**config.mk**
```make
export PLATFORM = sky130hd
export DESIGN_NAME = prog_loader
export DESIGN_NICKNAME = d
export VERILOG_FILES = /design/src/rtl/prog_loader.sv
export SDC_FILE = /design/constraint.sdc
export NUM_CORES = 1
export LEC_CHECK = 0
export BUFFER_PORTS_ARGS = -buffer_cell sky130_fd_sc_hd__buf_2
export CAP_MARGIN = 20
export CORE_ASPECT_RATIO = 0.8
export CORE_MARGIN = 4
export CORE_UTILIZATION = 63
export CTS_CLUSTER_DIAMETER = 100
export DETAILED_ROUTE_END_ITERATION = 6
export PLACE_DENSITY = 0.93
export SKIP_CTS_REPAIR_TIMING = 1
export SLEW_MARGIN = 25
export SYNTH_ARGS = -nofsm -noshare
export SYNTH_HDL_FRONTEND = slang
export SYNTH_SLANG_ARGS = --single-unit
export TNS_END_PERCENT = 5
```
**constraint.sdc**
```tcl
create_clock -name clk_i -period 4.9 [get_ports clk_i]
set_clock_uncertainty 0.15 [all_clocks]
set_input_delay 0.49 -clock clk_i [delete_from_list [all_inputs] [get_ports clk_i]]
set_output_delay 0.49 -clock clk_i [all_outputs]
set_load 0.05 [all_outputs]
```
**src/rtl/prog_loader.sv**
```systemverilog
// prog_loader -- program image loader.
//
// Takes a byte stream (typically from a UART receiver) over a valid/ready
// handshake and assembles little-endian 32-bit words. It writes them one at
// a time into a word-addressed program RAM and holds the CPU in reset until
// the whole image has been written.
//
// Stream format:
//   4-byte word count (little-endian), then count*4 data bytes. Inside each
//   group of 4 bytes, the first byte lands in bits 7:0.
//
// Optional build macro PROG_LOADER_CHECKSUM_EN:
//   A running XOR is kept over every length and data byte. One extra byte
//   follows the image, including a zero-length image. The load ends in DONE
//   only if that byte matches the XOR; otherwise it ends in ERR.
//
// Ports:
//   clk_i        system clock
//   rst_ni       asynchronous active-low reset
//   start_i      begins a load from IDLE, DONE or ERR (ignored while busy)
//   rx_data_i    stream byte
//   rx_valid_i   rx_data_i valid
//   rx_ready_o   loader can take a byte this cycle
//   mem_we_o     one-cycle write strobe per word
//   mem_addr_o   word address
//   mem_wdata_o  assembled word
//   busy_o       load in progress
//   done_o       image loaded
//   err_o        load aborted (oversize length or bad checksum)
//   cpu_rst_no   CPU reset, low holds the CPU in reset

module prog_loader #(
   parameter int MEM_DEPTH = 256,
   localparam int ADDR_W   = $clog2(MEM_DEPTH)
) (
   input  logic              clk_i,
   input  logic              rst_ni,
   input  logic              start_i,
   input  logic [7:0]        rx_data_i,
   input  logic              rx_valid_i,
   output logic              rx_ready_o,
   output logic              mem_we_o,
   output logic [ADDR_W+1:2] mem_addr_o,
   output logic [31:0]       mem_wdata_o,
   output logic              busy_o,
   output logic              done_o,
   output logic              err_o,
   output logic              cpu_rst_no
);

   localparam logic [31:0] DEPTH = MEM_DEPTH;

   typedef enum logic [2:0] {
      S_IDLE,
      S_LEN,
      S_DATA,
      S_WRITE,
`ifdef PROG_LOADER_CHECKSUM_EN
      S_CSUM,
`endif
      S_DONE,
      S_ERR
   } state_t;

   state_t            state;
   logic [1:0]        byte_cnt;
   logic [ADDR_W:0]   word_idx;
   logic [31:0]       len_q;
   // Only the three earlier bytes of a word need holding; the fourth byte
   // is merged straight from rx_data_i when the word completes.
   logic [23:0]       part_q;
`ifdef PROG_LOADER_CHECKSUM_EN
   logic [7:0]        csum_q;
`endif

   logic              xfer;
   logic [31:0]       word_nxt;
   logic [ADDR_W:0]   idx_inc;
   logic              last_word;

   assign xfer      = rx_valid_i && rx_ready_o;
   assign word_nxt  = {rx_data_i, part_q};
   assign idx_inc   = word_idx + (ADDR_W+1)'(1);
   assign last_word = ({{(31-ADDR_W){1'b0}}, idx_inc} == len_q);

   always_ff @(posedge clk_i or negedge rst_ni) begin
      if (!rst_ni) begin
         state       <= S_IDLE;
         byte_cnt    <= '0;
         word_idx    <= '0;
         len_q       <= '0;
         part_q      <= '0;
`ifdef PROG_LOADER_CHECKSUM_EN
         csum_q      <= '0;
`endif
         rx_ready_o  <= 1'b0;
         mem_we_o    <= 1'b0;
         mem_addr_o  <= '0;
         mem_wdata_o <= '0;
         busy_o      <= 1'b0;
         done_o      <= 1'b0;
         err_o       <= 1'b0;
         cpu_rst_no  <= 1'b0;
      end else begin
         case (state)
            // Idle and both terminal states wait for start; outputs were set
            // on the way in and simply hold here.
            S_IDLE, S_DONE, S_ERR: begin
               if (start_i) begin
                  state      <= S_LEN;
                  byte_cnt   <= '0;
                  word_idx   <= '0;
                  part_q     <= '0;
`ifdef PROG_LOADER_CHECKSUM_EN
                  csum_q     <= '0;
`endif
                  rx_ready_o <= 1'b1;
                  busy_o     <= 1'b1;
                  done_o     <= 1'b0;
                  err_o      <= 1'b0;
                  cpu_rst_no <= 1'b0;
               end
            end

            S_LEN: begin
               if (xfer) begin
                  byte_cnt <= byte_cnt + 2'd1;
                  part_q   <= word_nxt[31:8];
`ifdef PROG_LOADER_CHECKSUM_EN
                  csum_q   <= csum_q ^ rx_data_i;
`endif
                  if (byte_cnt == 2'd3) begin
                     len_q <= word_nxt;
                     if (word_nxt == 32'd0) begin
`ifdef PROG_LOADER_CHECKSUM_EN
                        // Empty image still carries a checksum byte.
                        state      <= S_CSUM;
`else
                        state      <= S_DONE;
                        rx_ready_o <= 1'b0;
                        busy_o     <= 1'b0;
                        done_o     <= 1'b1;
                        cpu_rst_no <= 1'b1;
`endif
                     end else if (word_nxt > DEPTH) begin
                        state      <= S_ERR;
                        rx_ready_o <= 1'b0;
                        busy_o     <= 1'b0;
                        err_o      <= 1'b1;
                     end else begin
                        state    <= S_DATA;
                        word_idx <= '0;
                     end
                  end
               end
            end

            S_DATA: begin
               if (xfer) begin
                  byte_cnt <= byte_cnt + 2'd1;
                  part_q   <= word_nxt[31:8];
`ifdef PROG_LOADER_CHECKSUM_EN
                  csum_q   <= csum_q ^ rx_data_i;
`endif
                  // Word complete: present the write next cycle and stall
                  // the stream for that one cycle.
                  if (byte_cnt == 2'd3) begin
                     state       <= S_WRITE;
                     rx_ready_o  <= 1'b0;
                     mem_we_o    <= 1'b1;
                     mem_addr_o  <= word_idx[ADDR_W-1:0];
                     mem_wdata_o <= word_nxt;
                  end
               end
            end

            S_WRITE: begin
               mem_we_o <= 1'b0;
               word_idx <= idx_inc;
               if (last_word) begin
`ifdef PROG_LOADER_CHECKSUM_EN
                  state      <= S_CSUM;
                  rx_ready_o <= 1'b1;
`else
                  state      <= S_DONE;
                  busy_o     <= 1'b0;
                  done_o     <= 1'b1;
                  cpu_rst_no <= 1'b1;
`endif
               end else begin
                  state      <= S_DATA;
                  rx_ready_o <= 1'b1;
               end
            end

`ifdef PROG_LOADER_CHECKSUM_EN
            S_CSUM: begin
               if (xfer) begin
                  rx_ready_o <= 1'b0;
                  busy_o     <= 1'b0;
                  if (rx_data_i == csum_q) begin
                     state      <= S_DONE;
                     done_o     <= 1'b1;
                     cpu_rst_no <= 1'b1;
                  end else begin
                     state      <= S_ERR;
                     err_o      <= 1'b1;
                  end
               end
            end
`endif

            default: begin
               state      <= S_IDLE;
               rx_ready_o <= 1'b0;
               mem_we_o   <= 1'b0;
               busy_o     <= 1'b0;
               done_o     <= 1'b0;
               err_o      <= 1'b0;
               cpu_rst_no <= 1'b0;
            end
         endcase
      end
   end

endmodule
```
[Word-level counts from Yosys, hierarchy flattened]
Cells that the tools add are included.
Word-level totals
  register bits: 115
  bits in latches: 0
  memory bits (writable): 0
  memory bits (read-only): 0
  input port bits: 12
  output and inout port bits: 46
  logic and storage cells: 103
  memories: 0
Operators by class
  add/subtract/negate cells: 2
  multipliers: 0
  divide/modulo/power cells: 0
  $lt $le $gt $ge: 1
  eq/ne operators: 20
  shift-type cells: 0
  mux-type cells: 46
  bitwise operators: 3
  reductions and logical operators: 19
Operator list (count)
  two-way mux 24 bit: 2
  case mux 24 bit (2 select lines): 1
  two-way mux 9 bit: 5
  == test 9 x 32 -> 1 bit: 1
  > comparator 32 x 9 -> 1 bit (second input constant): 1
  zero test 32 bit: 1
  case mux 9 bit (3 select lines): 1
  two-way mux 3 bit: 8
  AND reduction 6 bit: 4
  inequality test 2 bit (second input constant): 11
  two-way mux 1 bit: 20
  case mux 1 bit (4 select lines): 3
  case mux 3 bit (4 select lines): 1
  AND reduction 3 bit: 4
  adder 9 x 1 -> 9 bit (second input constant): 1
  AND reduction 7 bit: 1
  == test 3 x 2 -> 1 bit (second input constant): 2
  == test 3 bit (second input constant): 2
  AND reduction 5 bit: 1
  two-way mux 2 bit: 2
  case mux 2 bit (2 select lines): 1
  OR reduction 2 bit: 2
  OR reduction 4 bit: 1
  == test 3 x 1 -> 1 bit (second input constant): 1
  12 further kinds: 14

[Depth between registers and ports, before layout]
Gate-level depths: netlist of run 1.
  depth after elaboration: 6
  depth in mapped cells: 8
  mapped depth without buffers: 7

[Worst setup path after synthesis of run 1]
Ideal clock, no wire load.
  path type: register to register
  start point: register word_idx[0]
  end point: register cpu_rst_no
  arrival time: 1.930 ns
  setup slack: 2.743 ns
  cell stages (with the launch flop): 8
  buffers on the path: 0
  cell sequence: dfrtp_1 ha_1 and3_1 nand3_2 xor2_1 a21o_1 or4b_1 a21oi_1
On the way
  longest elaborated chain between the ends: 4
RTL lines
  start, declared: line 67  | logic [ADDR_W:0] word_idx;
  start signal, assigned: line 179  | word_idx <= idx_inc;
  adder 9 x 1 -> 9 bit: line 83  | assign idx_inc = word_idx + (ADDR_W+1)'(1);
  == test 9 x 32 -> 1 bit: line 84  | assign last_word = ({{(31-ADDR_W){1'b0}}, idx_inc} == len_q);
  inequality test 2 bit (no source line)
  AND reduction 6 bit (no source line)
  end signal, assigned: line 103  | cpu_rst_no <= 1'b0;
  end signal, assigned: line 121  | cpu_rst_no <= 1'b0;
  end signal, assigned: line 143  | cpu_rst_no <= 1'b1;
  end, declared: line 48  | output logic cpu_rst_no
Every way passes these cells.
A chain may end at the register's enable or synchronous reset.

[Worst setup path in the final report of run 1]
  start point: register word_idx[0]
  end point: register state[2]
On the way
  longest elaborated chain between the ends: 4
RTL lines
  adder 9 x 1 -> 9 bit: line 83
  == test 9 x 32 -> 1 bit: line 84
  two-way mux 3 bit: line 180  | if (last_word) begin
  case mux 3 bit (4 select lines): line 105  | case (state)
  end signal, assigned: line 88  | state <= S_IDLE;
  end signal, assigned: line 110  | state <= S_LEN;
  end signal, assigned: line 185  | state <= S_DONE;
  end, declared: line 65  | state_t state;
Every way passes these cells.

==> key figures, run 1 <==
Worst setup path
  – CP bufs+invs: 0
  – CP top delay family: compound AO/OA/AOI/OAI gates
  – Critical-path top delay cell: a2111oi_1
  – Setup CP Type: reg -> reg
  – CP Launch Type: flip-flop
  – Worst path max stage delay: just over 0.7 ns
  – Worst-path maximum fanout: 8
  – Critical path endpoint category: flip-flop
  – Critical path required time: about 5.2 ns
  – Arrival time at the worst endpoint: 3.26 ns
  – CP cell instances: ha_1, nor3b_1, o21ai_0, o311ai_1, o2111ai_1, a2111oi_1, a31o_1

Yosys
  – Area leader, netlist: dfrtp_1
  – Share of the synthesized area in the top cell type: 55.1%
  – Synth warn: 0
  – Top_reg_cell synth: dfrtp_1
  – FFs w/ async S/R, synth: 100%
  – EDFF count, synth: 0
  – Mean Syn Cell Area: 11.4 sq um
  – Synth Net Count: 473
  – Synthesized instance count: 459
  – Most frequent cell after synthesis: dfrtp_1
  – Synth area leaders: dfrtp_1 55%, mux2_2 16%, nand2_1 5.0%
  – Sequential area share after synthesis: 55.1%
  – FF+latch count, synth: 115
  – Cell area after synthesis: 0.00523 sq mm
  – Post-synth cell types: 54
  – Commonest cells in the netlist: 115 x dfrtp_1, 72 x mux2_2, 69 x nand2_1

Global routing
  – Initial antenna violation count: 0
  – Vias in the first global route: ~4000
  – Largest net degree at the start of global routing: 88
  – Total Routing Usage GR: 29.9%
  – Overflow after GRT: 0
  – Global-route wire length before repair: 21500 um

Power and ir drop
  – Total Power: 4330 uW
  – Leakage: 0.00296 uW
  – Maximum vdd ir drop: slightly above 0.6 mV
  – PwrDens: 704 mW/mm^2

STA
  – Final setup fails: 0
  – Fin. max-slew vios: 0
  – Hold WS: 0.103 ns
  – Fin Setup TNS: 0 ns
  – Final period util: 60.2%
  – Slew Limit Headroom: 33.0%
  – Final Critical Period: 2.95 ns
  – Worst-Margin Slew: 1.00 ns
  – Fin. Hold Viols: 0
  – Fmax: 339 MHz
  – RSZ-0062 raised after global routing: false

Floorplan
  – Core footprint: 0.00802 sq mm
  – Chip height: 89.5 um
  – IO Count: 58
  – Initial Util: 65.2%
  – Die area: 0.00983 sq mm
  – # rows: 29
  – Die X: 110 um

Placement
  – DP HPWL: between 8000 and 9000 um
  – Port bufs: 57
  – GP Congestion: about 0.9

Finish
  – Fin util: 76.7%
  – Post-layout nets: 529
  – Share of layout cells above drive strength 1: 33.8%
  – N_diodes: 0
  – Filler instances: 475
  – Area growth from synthesis to layout: 17.6%

CTS
  – Clock slew at reported path FFs: 0.06 ns
  – Number of clock buffers inserted by TritonCTS: 17
  – Clock buffer depth: 2
  – CTS sink count: about 120
  – Worst-skew pair later-pin latency: 0.53 ns
  – H-Tree Depth: 4
  – CTS tree: done
  – Clock tree root driver cell: clkbuf_8

Routing
  – Routed length per instance: 21.8 um
  – Vias: 4183
  – DRT iter0 DRCs: 505
  – Antenna-violating nets left: 0
  – Post-route DRC: 0
  – DRT Pass-1 Iters: 6
  – WL final: 13800 um
  – Vias/cell: 6.59

Hold path
  – Hold Crit Class: in -> reg

Run
  – Max cap viols: 0

Run status
  – Status: finished, final reports clean
==> sequential cells by signal, indices dropped and copies added (netlist names) <==
name,cells
busy_o,1
byte_cnt,2
cpu_rst_no,1
err_o,1
len_q,32
mem_addr_o,8
mem_wdata_o,32
mem_we_o,1
part_q,24
rx_ready_o,1
state,3
word_idx,9
==> routing by layer <==
layer	track usage (%)	vias to the layer above	part of all wire (%)
met3	10.3	57	12
li1	-	1768	-
met1	41.0	2043	39
met5	0	-	0
met2	44.1	315	46
met4	12.5	0	3.2
==> stage by stage <==
stage | cells | setup slack, ns | area [sq um]
floorplan | 459 | 2.74 | 5230
global placement | 602 | 2.24 | 5570
detailed placement | 602 | 2.17 | 5570
CTS | 633 | 2.13 | 6110
global route | 635 | 1.62 | 6150
finish | 635 | 1.95 | 6150
==> power breakdown <==
part	total, uW	switching, uW	leakage (uW)	internal [uW]
clock	1120	432	0.000261	693
combinational	1610	1120	0.00119	490
sequential	1590	349	0.00151	1240
==> cell usage in the layout, fill, tap and decap left out, drive strengths merged, types with 4 or more instances in the layout <==
cell type	count
dfrtp	115
mux2	72
nand2	69
buf	61
o21ai	44
nor2	24
clkbuf	22
nor4	17
a21oi	13
nor2b	8
nand3	8
xnor2	6
nand4	6
clkinv	6
o31ai	5
and3	4
xor2	4
==> kinds of logic (layout without fill, tap and decap cells) <==
family | count (synthesis) | count (layout) | share of synthesized area (%)
AND/OR/NAND/NOR | 148 | 148 | 14.3
flip-flops | 115 | 115 | 55.1
AO/OA/AOI/OAI | 85 | 85 | 10.3
multiplexers | 72 | 72 | 15.5
buffers and inverters | 26 | 94 | 2.35
XOR/XNOR | 10 | 10 | 1.82
adder cells (fa/ha/maj) | 3 | 3 | 0.670
==> area by class of cell <==
cell class                 instances  area (sq um)  area share (%)
inverter                           1          3.75          0.0611
clock buffer                      22           453            7.37
multi-input combinational        318          2240            36.5
timing repair buffer              62           352            5.72
tap                              108           135            2.20
clock inverter                     9          82.6            1.34
sequential                       115          2880            46.8
==> path summary, 6_finish.rpt <==
path	start	endpoint	slack [ns]	depth (start not counted)
min reg2reg	mem_wdata_o[30]	mem_wdata_o[30]	0.35	1
max reg2reg	word_idx[0]	state[2]	1.95	7
max	word_idx[0]	state[2]	1.95	7
min	rx_data_i[2]	part_q[18]	0.10	3
min in group asynchronous	rst_ni	mem_wdata_o[5]	0.45	2
max in group asynchronous	rst_ni	len_q[15]	3.26	3
==> worst min-delay path, stage by stage <==
cell,delay [ns]
buf_2,0.13
nand2_1,0.06
o21ai_1,0.05
(Power assumes the default switching activity.)
==> run 2: changes to the inputs <==
Settings changed: CORE_UTILIZATION 63 to 53, PLACE_DENSITY 0.93 to 0.84.
Clock period 4.9 ns to 2.5 ns, I/O delays scaled along.
==> key figures, run 2 (synthesis results as in run 1) <==
Finish
  – Filler instances: 690
  – N_diodes: 0
  – Share of layout cells above drive strength 1: 35.4%
  – Most frequent cells in the layout: 115 x dfrtp_1, 72 x mux2_2, 69 x nand2_1
  – Largest regs: len_q: 32 flops, mem_wdata_o: 32 flops, part_q: 24 flops
  – Area growth from synthesis to layout: 22.2%
  – Commonest non-fill, non-tap cell in the layout: dfrtp_1
  – Post-layout nets: 544

Global routing
  – Vias in the first global route: 4110
  – Total Routing Usage GR: 23.3%
  – Overflow after GRT: 0
  – Initial antenna violation count: 0
  – Global-route wire length before repair: roughly 21000 um
  – Largest net degree at the start of global routing: 52

Routing
  – DRT Pass-1 Iters: 7
  – WL final: 13000 um
  – Post-route DRC: 0
  – Vias/cell: 5.94
  – Vias: just over 4000
  – Antenna-violating nets left: 0
  – Routed length per instance: 19.2 um
  – DRT iter0 DRCs: 349

STA
  – Hold WS: -0.0116 ns
  – Final setup fails: 0
  – Final Critical Period: ~2.4 ns
  – Worst-Margin Slew: 0.627 ns
  – Fin. max-slew vios: 0
  – Final period util: 94.9%
  – Fin Setup TNS: 0 ns
  – RSZ-0062 raised after global routing: false
  – Slew Limit Headroom: 58.2%
  – Fin. Hold Viols: 4
  – Fmax: 422 MHz

Floorplan
  – Die area: between 0.01 and 0.015 sq mm
  – Die X: between 100 and 150 um
  – Chip height: 96.8 um
  – Initial Util: ~54%
  – Core footprint: approximately 0.0096 sq mm
  – # rows: 32
  – IO Count: 58

Worst setup path
  – Critical path endpoint category: flip-flop
  – Setup CP Type: reg -> reg
  – Worst-path maximum fanout: 8
  – CP Launch Type: flip-flop
  – Arrival time at the worst endpoint: roughly 2.6 ns
  – Critical path required time: roughly 2.7 ns

CTS
  – Worst-skew pair later-pin latency: between 0.4 and 0.5 ns
  – Clock slew at reported path FFs: 0.05 ns
  – Number of clock buffers inserted by TritonCTS: 17
  – H-Tree Depth: 4
  – CTS tree: done
  – Clock buffer depth: 2
  – CTS sink count: 115
  – Clock tree root driver cell: clkbuf_16

Power and ir drop
  – Total Power: 8650 uW
  – Maximum vdd ir drop: 0.926 mV
  – Leakage: slightly above 0.003 uW
  – PwrDens: between 1000 and 1500 mW/mm^2

Run status
  – Status: finished with violations
  – Failing checks: hold timing

Hold path
  – Hold Crit Class: in -> reg

Placement
  – Port bufs: 57
  – GP Congestion: 0.923
  – DP HPWL: 8790 um

Run
  – Max cap viols: 0
-- run 2: cell count changes in the layout (fill, tap and decap cells not counted), sizes merged --
cell,delta
clkinvlp,-1
bufinv,+1
buf,+12
dlygate4sd3,+3
-- run 2: final timing paths --
path / from / end / slack [ns] / depth (start not counted)
max in group asynchronous: rst_ni / part_q[19] / 1.32 / 3
setup / recovery: word_idx[4] / cpu_rst_no / 0.13 / 6
setup reg to reg: word_idx[4] / cpu_rst_no / 0.13 / 6
hold reg to reg: byte_cnt[0] / byte_cnt[0] / 0.33 / 1
min in group asynchronous: rst_ni / len_q[0] / 0.26 / 2
hold / removal: rx_data_i[1] / part_q[17] / -0.01 / 3
-- run 2: worst max-delay path, stage by stage (launching register included) --
cell       delay (ns)
dfrtp_1          0.57
and3_4           0.28
nand3_2          0.11
xnor2_1          0.23
o2111ai_1        0.24
or4b_1           0.58
a21oi_1          0.14
-- run 2: metrics by stage --
stage	util, %	instances	worst slack [ns]	hold slack (ns)	area [sq um]
5_1_grt	66.2	678	0.00320	0.00265	6390
4_1_cts	65.6	674	0.112	-0.273	6330
6_report	66.2	678	0.128	-0.0116	6390
3_5_place_dp	59.6	643	0.148	0.159	5750
3_3_place_gp	59.6	643	0.269	0.158	5750
2_1_floorplan	-	459	0.343	-0.196	5230
-- run 2: final cells by class --
cell class	count	area [sq um]	area share (%)
clock buffer	22	474	7.42
clock inverter	9	105	1.65
inverter	1	3.75	0.0588
timing repair buffer	77	498	7.80
sequential	115	2880	45.1
tap	136	170	2.66
multi-input combinational	318	2260	35.4
-- run 2: report_power, final --
group	leakage [uW]	total, uW	switching [uW]	internal, uW
registers	0.00151	3020	591	2430
logic	0.00127	3270	2230	1040
clock network	0.000286	2360	825	1530
-- run 2: per-layer routing --
layer / share of wire, % / global-route usage [%]
met1: 43 / 32.6
met2: 47 / 35.5
met4: 2.0 / 8.82
met5: 0 / 0
met3: 7.8 / 5.61
